==> config.mk <==
export PLATFORM = sky130hd
export DESIGN_NAME = rv32i_id_stage_flat
export DESIGN_NICKNAME = d
export VERILOG_FILES = /design/src/rtl/rv32i_id_stage_if.sv /design/src/rtl/rv32i_id_stage.sv /design/src/flat_wrapper.sv
export SDC_FILE = /design/constraint.sdc
export NUM_CORES = 1
export LEC_CHECK = 0
export ABC_AREA = 1
export ABC_CLOCK_PERIOD_IN_PS = 1930
export BUFFER_PORTS_ARGS = -buffer_cell sky130_fd_sc_hd__buf_2
export CAP_MARGIN = 20
export CORE_MARGIN = 5
export CORE_UTILIZATION = 48
export DETAILED_ROUTE_END_ITERATION = 16
export PLACE_DENSITY = 0.82
export SYNTH_ARGS = -nofsm -noshare
export SYNTH_HDL_FRONTEND = slang
export SYNTH_SLANG_ARGS = --single-unit
==> constraint.sdc <==
create_clock -name clk_i -period 1.93 [get_ports clk_i]
set_input_delay 0.193 -clock clk_i [delete_from_list [all_inputs] [get_ports clk_i]]
set_output_delay 0.193 -clock clk_i [all_outputs]
set_load 0.03 [all_outputs]
==> src/rtl/rv32i_id_stage_if.sv <==
// Handshake bundle between fetch, the RV32I decode stage and execute.
// The decode stage takes the slave view; the fetch/execute side takes master.
interface rv32i_id_stage_if;
  logic        fetch_valid;
  logic        fetch_ready;
  logic [31:0] fetch_pc;
  logic [31:0] fetch_instr;
  logic        id_valid;
  logic        id_ready;
  logic [31:0] id_pc;
  logic [31:0] id_instr;
  logic [4:0]  id_rs1;
  logic [4:0]  id_rs2;
  logic [4:0]  id_rd;
  logic [31:0] id_imm;
  logic [3:0]  id_class;
  logic [3:0]  id_alu_op;
  logic        id_rd_we;
  logic        id_illegal;

  modport master (
    output fetch_valid, fetch_pc, fetch_instr, id_ready,
    input  fetch_ready, id_valid, id_pc, id_instr, id_rs1, id_rs2, id_rd,
           id_imm, id_class, id_alu_op, id_rd_we, id_illegal
  );

  modport slave (
    input  fetch_valid, fetch_pc, fetch_instr, id_ready,
    output fetch_ready, id_valid, id_pc, id_instr, id_rs1, id_rs2, id_rd,
           id_imm, id_class, id_alu_op, id_rd_we, id_illegal
  );
endinterface

==> src/rtl/rv32i_id_stage.sv <==
// RV32I decode stage: holds one fetched {pc, instr} and decodes it
// combinationally into register indices, immediate, ALU op and class.
// Optional feature macro RV32I_ID_SKID_EN adds a skid entry so that
// fetch_ready has no combinational path from id_ready.
module rv32i_id_stage #(
  parameter logic [31:0] RESET_PC = 32'h0000_0000
) (
  input logic              clk_i,
  input logic              rst_ni,
  input logic              stall_i,
  input logic              flush_i,
  rv32i_id_stage_if.slave  bus
);

  localparam logic [31:0] NOP_INSTR = 32'h0000_0013;

  localparam logic [6:0] OPC_LUI    = 7'h37;
  localparam logic [6:0] OPC_AUIPC  = 7'h17;
  localparam logic [6:0] OPC_JAL    = 7'h6F;
  localparam logic [6:0] OPC_JALR   = 7'h67;
  localparam logic [6:0] OPC_BRANCH = 7'h63;
  localparam logic [6:0] OPC_LOAD   = 7'h03;
  localparam logic [6:0] OPC_STORE  = 7'h23;
  localparam logic [6:0] OPC_OP_IMM = 7'h13;
  localparam logic [6:0] OPC_OP     = 7'h33;
  localparam logic [6:0] OPC_FENCE  = 7'h0F;
  localparam logic [6:0] OPC_SYSTEM = 7'h73;

  localparam logic [3:0] CL_OP = 4'd0, CL_OP_IMM = 4'd1, CL_LUI = 4'd2, CL_AUIPC = 4'd3;
  localparam logic [3:0] CL_JAL = 4'd4, CL_JALR = 4'd5, CL_BRANCH = 4'd6, CL_LOAD = 4'd7;
  localparam logic [3:0] CL_STORE = 4'd8, CL_FENCE = 4'd9, CL_ECALL = 4'd10, CL_EBREAK = 4'd11;
  localparam logic [3:0] CL_ILLEGAL = 4'd15;

  localparam logic [3:0] ALU_ADD = 4'd0, ALU_SUB = 4'd1, ALU_SLL = 4'd2, ALU_SLT = 4'd3;
  localparam logic [3:0] ALU_SLTU = 4'd4, ALU_XOR = 4'd5, ALU_SRL = 4'd6, ALU_SRA = 4'd7;
  localparam logic [3:0] ALU_OR = 4'd8, ALU_AND = 4'd9, ALU_PASSB = 4'd10;

  // Immediate extraction, one function per encoding format.
  function automatic logic signed [31:0] imm_i(input logic [31:0] ir);
    return $signed({{20{ir[31]}}, ir[31:20]});
  endfunction
  function automatic logic signed [31:0] imm_s(input logic [31:0] ir);
    return $signed({{20{ir[31]}}, ir[31:25], ir[11:7]});
  endfunction
  function automatic logic signed [31:0] imm_b(input logic [31:0] ir);
    return $signed({{19{ir[31]}}, ir[31], ir[7], ir[30:25], ir[11:8], 1'b0});
  endfunction
  function automatic logic signed [31:0] imm_u(input logic [31:0] ir);
    return $signed({ir[31:12], 12'b0});
  endfunction
  function automatic logic signed [31:0] imm_j(input logic [31:0] ir);
    return $signed({{11{ir[31]}}, ir[31], ir[19:12], ir[20], ir[30:21], 1'b0});
  endfunction

  // Register/immediate ALU op; alt selects SUB/SRA.
  function automatic logic [3:0] alu_from_f3(input logic [2:0] f3, input logic alt);
    case (f3)
      3'd0:    return alt ? ALU_SUB : ALU_ADD;
      3'd1:    return ALU_SLL;
      3'd2:    return ALU_SLT;
      3'd3:    return ALU_SLTU;
      3'd4:    return ALU_XOR;
      3'd5:    return alt ? ALU_SRA : ALU_SRL;
      3'd6:    return ALU_OR;
      default: return ALU_AND;
    endcase
  endfunction

  logic        vld_p0;
  logic [31:0] pc_p0;
  logic [31:0] instr_p0;
  logic        in_fire;
  logic        out_fire;

  assign in_fire  = bus.fetch_valid & bus.fetch_ready;
  assign out_fire = vld_p0 & bus.id_ready & ~stall_i;

`ifdef RV32I_ID_SKID_EN
  logic        skid_vld_p0;
  logic [31:0] skid_pc_p0;
  logic [31:0] skid_instr_p0;

  assign bus.fetch_ready = ~stall_i & ~flush_i & ~skid_vld_p0;

  // Main and skid occupancy; skid drains into main whenever execute takes main.
  always_ff @(posedge clk_i or negedge rst_ni) begin
    if (!rst_ni) begin
      vld_p0      <= 1'b0;
      pc_p0       <= RESET_PC;
      instr_p0    <= NOP_INSTR;
      skid_vld_p0 <= 1'b0;
    end else if (flush_i) begin
      vld_p0      <= 1'b0;
      skid_vld_p0 <= 1'b0;
    end else if (out_fire) begin
      if (skid_vld_p0) begin
        pc_p0       <= skid_pc_p0;
        instr_p0    <= skid_instr_p0;
        skid_vld_p0 <= 1'b0;
      end else if (in_fire) begin
        pc_p0    <= bus.fetch_pc;
        instr_p0 <= bus.fetch_instr;
      end else begin
        vld_p0 <= 1'b0;
      end
    end else if (in_fire) begin
      if (!vld_p0) begin
        vld_p0   <= 1'b1;
        pc_p0    <= bus.fetch_pc;
        instr_p0 <= bus.fetch_instr;
      end else begin
        skid_vld_p0 <= 1'b1;
      end
    end
  end

  // Skid payload captures input only when main is full and not draining.
  always_ff @(posedge clk_i) begin
    if (in_fire & vld_p0 & ~out_fire) begin
      skid_pc_p0    <= bus.fetch_pc;
      skid_instr_p0 <= bus.fetch_instr;
    end
  end
`else
  assign bus.fetch_ready = ~stall_i & ~flush_i & (~vld_p0 | bus.id_ready);

  // Single holding register: flush, then load, then drain.
  always_ff @(posedge clk_i or negedge rst_ni) begin
    if (!rst_ni) begin
      vld_p0   <= 1'b0;
      pc_p0    <= RESET_PC;
      instr_p0 <= NOP_INSTR;
    end else if (flush_i) begin
      vld_p0 <= 1'b0;
    end else if (in_fire) begin
      vld_p0   <= 1'b1;
      pc_p0    <= bus.fetch_pc;
      instr_p0 <= bus.fetch_instr;
    end else if (out_fire) begin
      vld_p0 <= 1'b0;
    end
  end
`endif

  // ---- decode of the held instruction ----
  logic [6:0]         opc;
  logic [2:0]         f3;
  logic [6:0]         f7;
  logic [3:0]         cls;
  logic [3:0]         alu;
  logic signed [31:0] imm;

  assign opc = instr_p0[6:0];
  assign f3  = instr_p0[14:12];
  assign f7  = instr_p0[31:25];

  // Class, ALU op and immediate; opcode match also enforces instr[1:0]==2'b11.
  always_comb begin
    cls = CL_ILLEGAL;
    alu = ALU_ADD;
    imm = '0;
    case (opc)
      OPC_LUI:   begin cls = CL_LUI;   alu = ALU_PASSB; imm = imm_u(instr_p0); end
      OPC_AUIPC: begin cls = CL_AUIPC; imm = imm_u(instr_p0); end
      OPC_JAL:   begin cls = CL_JAL;   imm = imm_j(instr_p0); end
      OPC_JALR:  if (f3 == 3'd0) begin cls = CL_JALR; imm = imm_i(instr_p0); end
      OPC_BRANCH: begin
        if (f3 != 3'd2 && f3 != 3'd3) begin
          cls = CL_BRANCH;
          imm = imm_b(instr_p0);
          alu = (f3[2:1] == 2'b10) ? ALU_SLT : (f3[2:1] == 2'b11) ? ALU_SLTU : ALU_SUB;
        end
      end
      OPC_LOAD:  if (f3 != 3'd3 && f3 < 3'd6) begin cls = CL_LOAD; imm = imm_i(instr_p0); end
      OPC_STORE: if (f3 <= 3'd2) begin cls = CL_STORE; imm = imm_s(instr_p0); end
      OPC_OP_IMM: begin
        if ((f3 != 3'd1 || f7 == 7'h00) &&
            (f3 != 3'd5 || f7 == 7'h00 || f7 == 7'h20)) begin
          cls = CL_OP_IMM;
          imm = imm_i(instr_p0);
          alu = alu_from_f3(f3, (f3 == 3'd5) & f7[5]);
        end
      end
      OPC_OP: begin
        if (f7 == 7'h00 || (f7 == 7'h20 && (f3 == 3'd0 || f3 == 3'd5))) begin
          cls = CL_OP;
          alu = alu_from_f3(f3, f7[5]);
        end
      end
      OPC_FENCE: cls = CL_FENCE;
      OPC_SYSTEM: begin
        if (instr_p0 == 32'h0000_0073)      cls = CL_ECALL;
        else if (instr_p0 == 32'h0010_0073) cls = CL_EBREAK;
      end
      default: cls = CL_ILLEGAL;
    endcase
  end

  assign bus.id_valid   = vld_p0;
  assign bus.id_pc      = pc_p0;
  assign bus.id_instr   = instr_p0;
  assign bus.id_rs1     = instr_p0[19:15];
  assign bus.id_rs2     = instr_p0[24:20];
  assign bus.id_rd      = instr_p0[11:7];
  assign bus.id_imm     = imm;
  assign bus.id_class   = cls;
  assign bus.id_alu_op  = alu;
  assign bus.id_illegal = (cls == CL_ILLEGAL);
  assign bus.id_rd_we   = (instr_p0[11:7] != 5'd0) &&
                          (cls == CL_OP || cls == CL_OP_IMM || cls == CL_LUI ||
                           cls == CL_AUIPC || cls == CL_JAL || cls == CL_JALR ||
                           cls == CL_LOAD);

endmodule

==> src/flat_wrapper.sv <==
// flat-port wrapper written by rule: the top's interface ports become plain ports
module rv32i_id_stage_flat 
#(
  parameter logic [31:0] RESET_PC = 32'h0000_0000
)
  (clk_i, rst_ni, stall_i, flush_i, bus_fetch_valid, bus_fetch_pc, bus_fetch_instr, bus_id_ready, bus_fetch_ready, bus_id_valid, bus_id_pc, bus_id_instr, bus_id_rs1, bus_id_rs2, bus_id_rd, bus_id_imm, bus_id_class, bus_id_alu_op, bus_id_rd_we, bus_id_illegal);
  rv32i_id_stage_if bus_i ();
  input logic clk_i;
  input logic rst_ni;
  input logic stall_i;
  input logic flush_i;
  input wire logic [$bits(bus_i.fetch_valid)-1:0] bus_fetch_valid;
  input wire logic [$bits(bus_i.fetch_pc)-1:0] bus_fetch_pc;
  input wire logic [$bits(bus_i.fetch_instr)-1:0] bus_fetch_instr;
  input wire logic [$bits(bus_i.id_ready)-1:0] bus_id_ready;
  output wire logic [$bits(bus_i.fetch_ready)-1:0] bus_fetch_ready;
  output wire logic [$bits(bus_i.id_valid)-1:0] bus_id_valid;
  output wire logic [$bits(bus_i.id_pc)-1:0] bus_id_pc;
  output wire logic [$bits(bus_i.id_instr)-1:0] bus_id_instr;
  output wire logic [$bits(bus_i.id_rs1)-1:0] bus_id_rs1;
  output wire logic [$bits(bus_i.id_rs2)-1:0] bus_id_rs2;
  output wire logic [$bits(bus_i.id_rd)-1:0] bus_id_rd;
  output wire logic [$bits(bus_i.id_imm)-1:0] bus_id_imm;
  output wire logic [$bits(bus_i.id_class)-1:0] bus_id_class;
  output wire logic [$bits(bus_i.id_alu_op)-1:0] bus_id_alu_op;
  output wire logic [$bits(bus_i.id_rd_we)-1:0] bus_id_rd_we;
  output wire logic [$bits(bus_i.id_illegal)-1:0] bus_id_illegal;
  assign bus_i.fetch_valid = bus_fetch_valid;
  assign bus_i.fetch_pc = bus_fetch_pc;
  assign bus_i.fetch_instr = bus_fetch_instr;
  assign bus_i.id_ready = bus_id_ready;
  assign bus_fetch_ready = bus_i.fetch_ready;
  assign bus_id_valid = bus_i.id_valid;
  assign bus_id_pc = bus_i.id_pc;
  assign bus_id_instr = bus_i.id_instr;
  assign bus_id_rs1 = bus_i.id_rs1;
  assign bus_id_rs2 = bus_i.id_rs2;
  assign bus_id_rd = bus_i.id_rd;
  assign bus_id_imm = bus_i.id_imm;
  assign bus_id_class = bus_i.id_class;
  assign bus_id_alu_op = bus_i.id_alu_op;
  assign bus_id_rd_we = bus_i.id_rd_we;
  assign bus_id_illegal = bus_i.id_illegal;
  rv32i_id_stage #(.RESET_PC(RESET_PC)) u_core (.clk_i(clk_i), .rst_ni(rst_ni), .stall_i(stall_i), .flush_i(flush_i), .bus(bus_i));
endmodule
# After elaboration in Yosys (flattened, before gate mapping)
# Cells that the tools add are included.
# op_classes
mux	30
n_eq_ne	33
bitwise_logic	10
reduce_logical	23
n_lt_le_gt_ge	2
# op_table
op	count
$pmux 32 s7	1
$mux 32	5
$pmux 4 s7	2
$pmux 4 s11	1
$mux 4	10
$eq 32x21->1 const B	1
$eq 32x7->1 const B	1
$eq 7x6->1 const B	4
$eq 7x7->1 const B	4
$pmux 4 s4	1
$eq 7x5->1 const B	2
$eq 4x3->1 const B	3
$logic_or 1x1->1	11
$eq 3x3->1 const B	3
$mux 3	3
$eq 4x2->1 const B	2
$eq 7x2->1 const B	1
$eq 7x4->1 const B	1
$logic_not 7->1	1
$mux 1	7
$and 1x1->1	6
$eq 3x2->1 const B	2
$ne 3x2->1 const B	2
$logic_and 1x1->1	5
16 further kinds	19
# word_totals
reg_bits	65
elab_cells	101
in_bits	70
out_inout_bits	123

# Longest topological paths before layout
# depth
depth_word	14
ltp_mapped	10
ltp_nobuf	10

# Least setup slack after synthesis
# OpenSTA, ideal clock, no wires.
# synth_path
kind	register to output
startpoint	register u_core.instr_p0[1], in the netlist u_core.bus.id_instr[1]
endpoint	output port bus_id_alu_op[2]
n_path_buf	1
stages_incl_launch_ff	6
arrival_time_ns	1.928
required_time_ns	1.737
setup_slack_ns	-0.191
path_cell_list	dfstp_2 -> nand2_2 -> nor2_4 -> nand2_2 -> buf_2 -> o21ai_0
# synth_between
elab_chain_len	2
elab_cells_between_ends	5
classes_between	eq/ne (4); mux (1)
# synth_lines
element	line	source
start: declaration	rv32i_id_stage.sv:71	logic [31:0] instr_p0;
start signal: assignment	rv32i_id_stage.sv:138	instr_p0 <= bus.fetch_instr;
$eq 7x6->1 (tied with other cells)	-	
$pmux 4 s4 *	rv32i_id_stage.sv:162	case (opc)
end: declaration	flat_wrapper.sv:25	output wire logic [$bits(bus_i.id_alu_op)-1:0] bus_id_alu_op;
# Every way passes the cells marked *; elsewhere a longest branch is shown, timed or not.

# Worst setup path in the final report
# layout_path
startpoint	register u_core.instr_p0[1], in the netlist u_core.bus.id_instr[1]
endpoint	output port bus_id_illegal
# layout_between
elab_chain_len	5
elab_cells_between_ends	17
classes_between	eq/ne (14); mux (3)
# layout_lines
element	line	source
$eq 32x21->1	rv32i_id_stage.sv:193	else if (instr_p0 == 32'h0010_0073) cls = CL_EBREAK;
$mux 3	rv32i_id_stage.sv:193	
$mux 4	rv32i_id_stage.sv:192	if (instr_p0 == 32'h0000_0073) cls = CL_ECALL;
$pmux 4 s11 *	rv32i_id_stage.sv:162	
$eq 4x4->1 *	rv32i_id_stage.sv:208	assign bus.id_illegal = (cls == CL_ILLEGAL);
end: declaration	flat_wrapper.sv:27	output wire logic [$bits(bus_i.id_illegal)-1:0] bus_id_illegal;
# Marks and branches as above.

==> Flow_metrics.wiki <==
{| class="wikitable"
! Metric !! Value
|-
| Worst ir drop on vdd || 685 uV
|-
| Share of total power in combinational logic || 0.447
|-
| Sequential cell area fraction in the yosys report || 0.386
|-
| Shortest period the worst path allows || 2.30 ns
|-
| Cells after synthesis || 543
|-
| Final Power || 5.63 mW
|-
| Final hold violation count || 0
|-
| Wirelength per Cell || 18.1 um
|-
| Proportion of power drawn by flip-flops and latches || 0.336
|-
| Number of I/O port buffers || 192
|-
| Data arrival time of the critical path || 2.11 ns
|-
| Number of synthesized register bits || 65
|-
| Number of routed nets with antenna violations || 0
|-
| Setup clock skew after layout || 0.00897 ns
|-
| Leakage dissipation || 3.42 nW
|-
| Layout cell share with drive strength beyond 1 || 0.541
|-
| Slack of the critical path || -0.373 ns
|-
| Number of enable flip-flop cells after synthesis || 0
|-
| Startpoint-to-endpoint class of the critical path || register to primary output
|-
| Worst hold slack || 0.0691 ns
|-
| Sequential cell area || 0.00164 mm^2
|-
| Aggregate global routing overflow || 0
|-
| Multi-input gate area in the final layout || 0.00252 mm^2
|-
| Deepest clock path buffer count || 2
|-
| Number of remaining DRC errors || 0
|-
| Antenna violations before repair || 0
|-
| Total via count in the routed design || 4,935
|-
| Outcome || finished, violations left
|-
| Clock slew at reported path FFs || 0.09 ns
|-
| Maximum level of the CTS H-tree || 3
|-
| Latest clock arrival within the worst-skew pair || 0.35 ns
|-
| Violations in the final reports || negative setup slack
|-
| Total die area || 0.0108 mm^2
|-
| Syn_nets || 613
|-
| Reported net switching power || 2.55 mW
|-
| Type of the most critical hold path || primary input to register
|-
| Number of DRC markers in iteration 0 || 327
|-
| Placer congestion estimate || 0.913
|-
| FFs w/ async S/R, synth || 1.00
|-
| Placeable Area || 0.00864 mm^2
|-
| Proportion of power drawn by the clock network || 0.217
|-
| Worst setup slack before clock tree synthesis || -0.147 ns
|-
| Largest net degree at the start of global routing || 58
|-
| Kind of end point of the critical path || primary output
|-
| Post-detailed-placement cell area || 0.00542 mm^2
|-
| Vert. Die Dim || 104 um
|-
| Setup Total Neg Slack || -12.52 ns
|-
| Worst EP required || 1.74 ns
|-
| Number of filler cells placed in the layout || 645
|-
| Die Width || 104 um
|-
| Final cycle utilization of the critical path || 1.19
|-
| Combined area of all synthesized cells || 0.00423 mm^2
|-
| Cell total after placement || 843
|-
| Top_reg_cell synth || sky130_fd_sc_hd__dfrtp_1
|-
| Top-level I/O count || 193
|-
| TritonCTS Sinks || 65
|-
| Post-synthesis cell type count || 27
|-
| Post-detail-place hpwl || 10.8 mm
|-
| Pwr/cell area || 852 mW/mm^2
|-
| RSZ-0062 raised after global routing || true
|-
| Sw Ratio || 0.452
|-
| Slew margin rel. || 0.591
|-
| Number of global-route vias before repair || 5,122
|-
| Final instance area || 0.00661 mm^2
|-
| Final cell count without fillers || 885
|-
| Count of inserted antenna diode cells || 0
|-
| Number of warnings reported in the yosys synthesis log || 0
|-
| Total track usage || 0.277
|-
| Routed Wire Length || 16.1 mm
|-
| Initial cell density of the core || 0.490
|-
| Clock tree from TritonCTS || yes
|-
| Synthesized area per cell || 7.79 um^2
|-
| Library cell used as clock root buffer || sky130_fd_sc_hd__clkbuf_8
|-
| Slew at the pin with the worst max-slew slack || 0.614 ns
|-
| Synth-to-layout area growth || 56.2%
|-
| Detailed-route vias per instance || 5.58
|-
| TritonCTS Buffers || 9
|-
| Share of the core filled with cells in the final layout || 0.765
|-
| Number of pins exceeding their max-slew limit in the final report || 0
|-
| Global-route wire length before repair || 24.9 mm
|-
| CP max FO || 5
|-
| Final setup vio count || 42
|-
| Maximum capacitance violations || 0
|-
| Row count || 34
|-
| Net count of the finished layout || 842
|-
| Internal power contribution || 3.08 mW
|-
| Kind of start point of the critical path || register
|-
| Fmax || 434 MHz
|-
| DRT Pass-1 Iters || 5
|}
-- critical path: stages, from the launching register on --
cell and delay, ns:
sky130_fd_sc_hd__dfstp_2 0.56, sky130_fd_sc_hd__nand2_4 0.09, sky130_fd_sc_hd__inv_2 0.07, sky130_fd_sc_hd__nand2_4 0.07, sky130_fd_sc_hd__nor2_4 0.18, sky130_fd_sc_hd__buf_4 0.15
sky130_fd_sc_hd__inv_1 0.04, sky130_fd_sc_hd__nand2_2 0.09, sky130_fd_sc_hd__nor2_2 0.06, sky130_fd_sc_hd__nand2_2 0.08, sky130_fd_sc_hd__nor2_4 0.04, sky130_fd_sc_hd__a21oi_2 0.16
sky130_fd_sc_hd__buf_6 0.16
-- Yosys cell counts (3+ instances only) --
library cell,instances,share of area
sky130_fd_sc_hd__a21oi_1,47,0.056
sky130_fd_sc_hd__buf_2,16,0.019
sky130_fd_sc_hd__buf_4,16,0.028
sky130_fd_sc_hd__buf_6,6,0.016
sky130_fd_sc_hd__clkbuf_1,7,0.0062
sky130_fd_sc_hd__dfrtp_1,62,0.37
sky130_fd_sc_hd__dfstp_2,3,0.019
sky130_fd_sc_hd__inv_1,49,0.043
sky130_fd_sc_hd__inv_2,8,0.0071
sky130_fd_sc_hd__mux2_2,25,0.067
sky130_fd_sc_hd__mux2_4,11,0.039
sky130_fd_sc_hd__nand2_1,57,0.051
sky130_fd_sc_hd__nand2_2,7,0.010
sky130_fd_sc_hd__nand3_1,64,0.076
sky130_fd_sc_hd__nand4_1,35,0.052
sky130_fd_sc_hd__nor2_1,91,0.081
sky130_fd_sc_hd__nor2_2,3,0.0044
sky130_fd_sc_hd__nor3_1,11,0.013
sky130_fd_sc_hd__o211ai_1,3,0.0053
sky130_fd_sc_hd__o21ai_0,3,0.0035
sky130_fd_sc_hd__o31ai_1,12,0.021
-- power by group through the flow --
stage | logic, mW | registers (mW) | clock network, mW
after global placement | 2.17 | 1.87 | 0
after floorplan | 0.947 | 2.40 | 0
after global routing | 2.65 | 1.93 | 1.30
after detailed placement | 2.21 | 1.88 | 0
final | 2.52 | 1.89 | 1.22
after CTS | 2.40 | 1.87 | 1.24
-- path summary, 6_finish.rpt --
check | start | endpoint | slack [ns] | depth (start not counted)
hold / removal | bus_fetch_pc[15] | u_core.bus.id_pc[15] | 0.07 | 2
hold reg to reg | u_core.bus.id_pc[0] | u_core.bus.id_pc[0] | 0.50 | 1
min in group asynchronous | rst_ni | u_core.bus.id_instr[7] | 0.34 | 2
setup reg to reg | u_core.bus.id_valid | u_core.bus.id_instr[7] | 0.30 | 4
max in group asynchronous | rst_ni | u_core.bus.id_instr[0] | 0.91 | 3
setup / recovery | u_core.bus.id_instr[1] | bus_id_illegal | -0.37 | 12
-- repair_timing --
item,4_1_cts,5_1_grt
gates cloned,5,2
hold buffers,1,0
resized for setup,155,56
hold endpoints to repair,18,0
pin swaps,15,16
buffers inserted,13,5
setup endpoints to repair,42,42
-- layout make-up --
cell class / count / area share
repair inverters: 1 / 0.000757
well taps: 108 / 0.0205
repair buffers: 263 / 0.286
clock buffers: 9 / 0.0187
inverters: 57 / 0.0335
clock inverters: 7 / 0.0116
multi-input cells: 375 / 0.381
flip-flops and latches: 65 / 0.247
-- logic make-up (layout without fill, tap and decap cells) --
kind of cell | Yosys count | after routing | synth area share
buf+inv | 103 | 337 | 0.121
simple gates | 272 | 272 | 0.297
mux | 36 | 36 | 0.106
flops | 65 | 65 | 0.386
compound gates | 67 | 67 | 0.0908
-- registers in the layout (all words and copies together) (netlist names) --
| name | count |
|---|---|
| u_core.bus.id_instr | 32 |
| u_core.bus.id_valid | 1 |
| u_core.bus.id_pc | 32 |
-- cells in the final DEF (no fill, tap or decap), types with 10 or more instances in the layout --
| master | synthesis | final |
|---|---|---|
| sky130_fd_sc_hd__nand2_2 | 7 | 18 |
| sky130_fd_sc_hd__o31ai_2 | 0 | 10 |
| sky130_fd_sc_hd__inv_1 | 49 | 42 |
| sky130_fd_sc_hd__buf_6 | 6 | 53 |
| sky130_fd_sc_hd__mux2_4 | 11 | 11 |
| sky130_fd_sc_hd__nand2_1 | 57 | 35 |
| sky130_fd_sc_hd__inv_2 | 8 | 12 |
| sky130_fd_sc_hd__buf_2 | 16 | 151 |
| sky130_fd_sc_hd__dfrtp_1 | 62 | 58 |
| sky130_fd_sc_hd__nand4_1 | 35 | 35 |
| sky130_fd_sc_hd__mux2_2 | 25 | 25 |
| sky130_fd_sc_hd__a21oi_1 | 47 | 45 |
| sky130_fd_sc_hd__nor3_1 | 11 | 10 |
| sky130_fd_sc_hd__nand3_1 | 64 | 50 |
| sky130_fd_sc_hd__nand2_4 | 0 | 11 |
| sky130_fd_sc_hd__nor2_1 | 91 | 76 |
| sky130_fd_sc_hd__buf_4 | 16 | 51 |
| sky130_fd_sc_hd__nor2_4 | 2 | 11 |
-- metal layers --
metal,vias to the layer above,share of wire,track usage
met5,-,0,0
met4,0,0.025,0.0925
met3,38,0.099,0.0807
met2,314,0.51,0.485
met1,2306,0.37,0.323
li1,2277,-,-
Note: power is estimated with default switching activity, not from simulation.
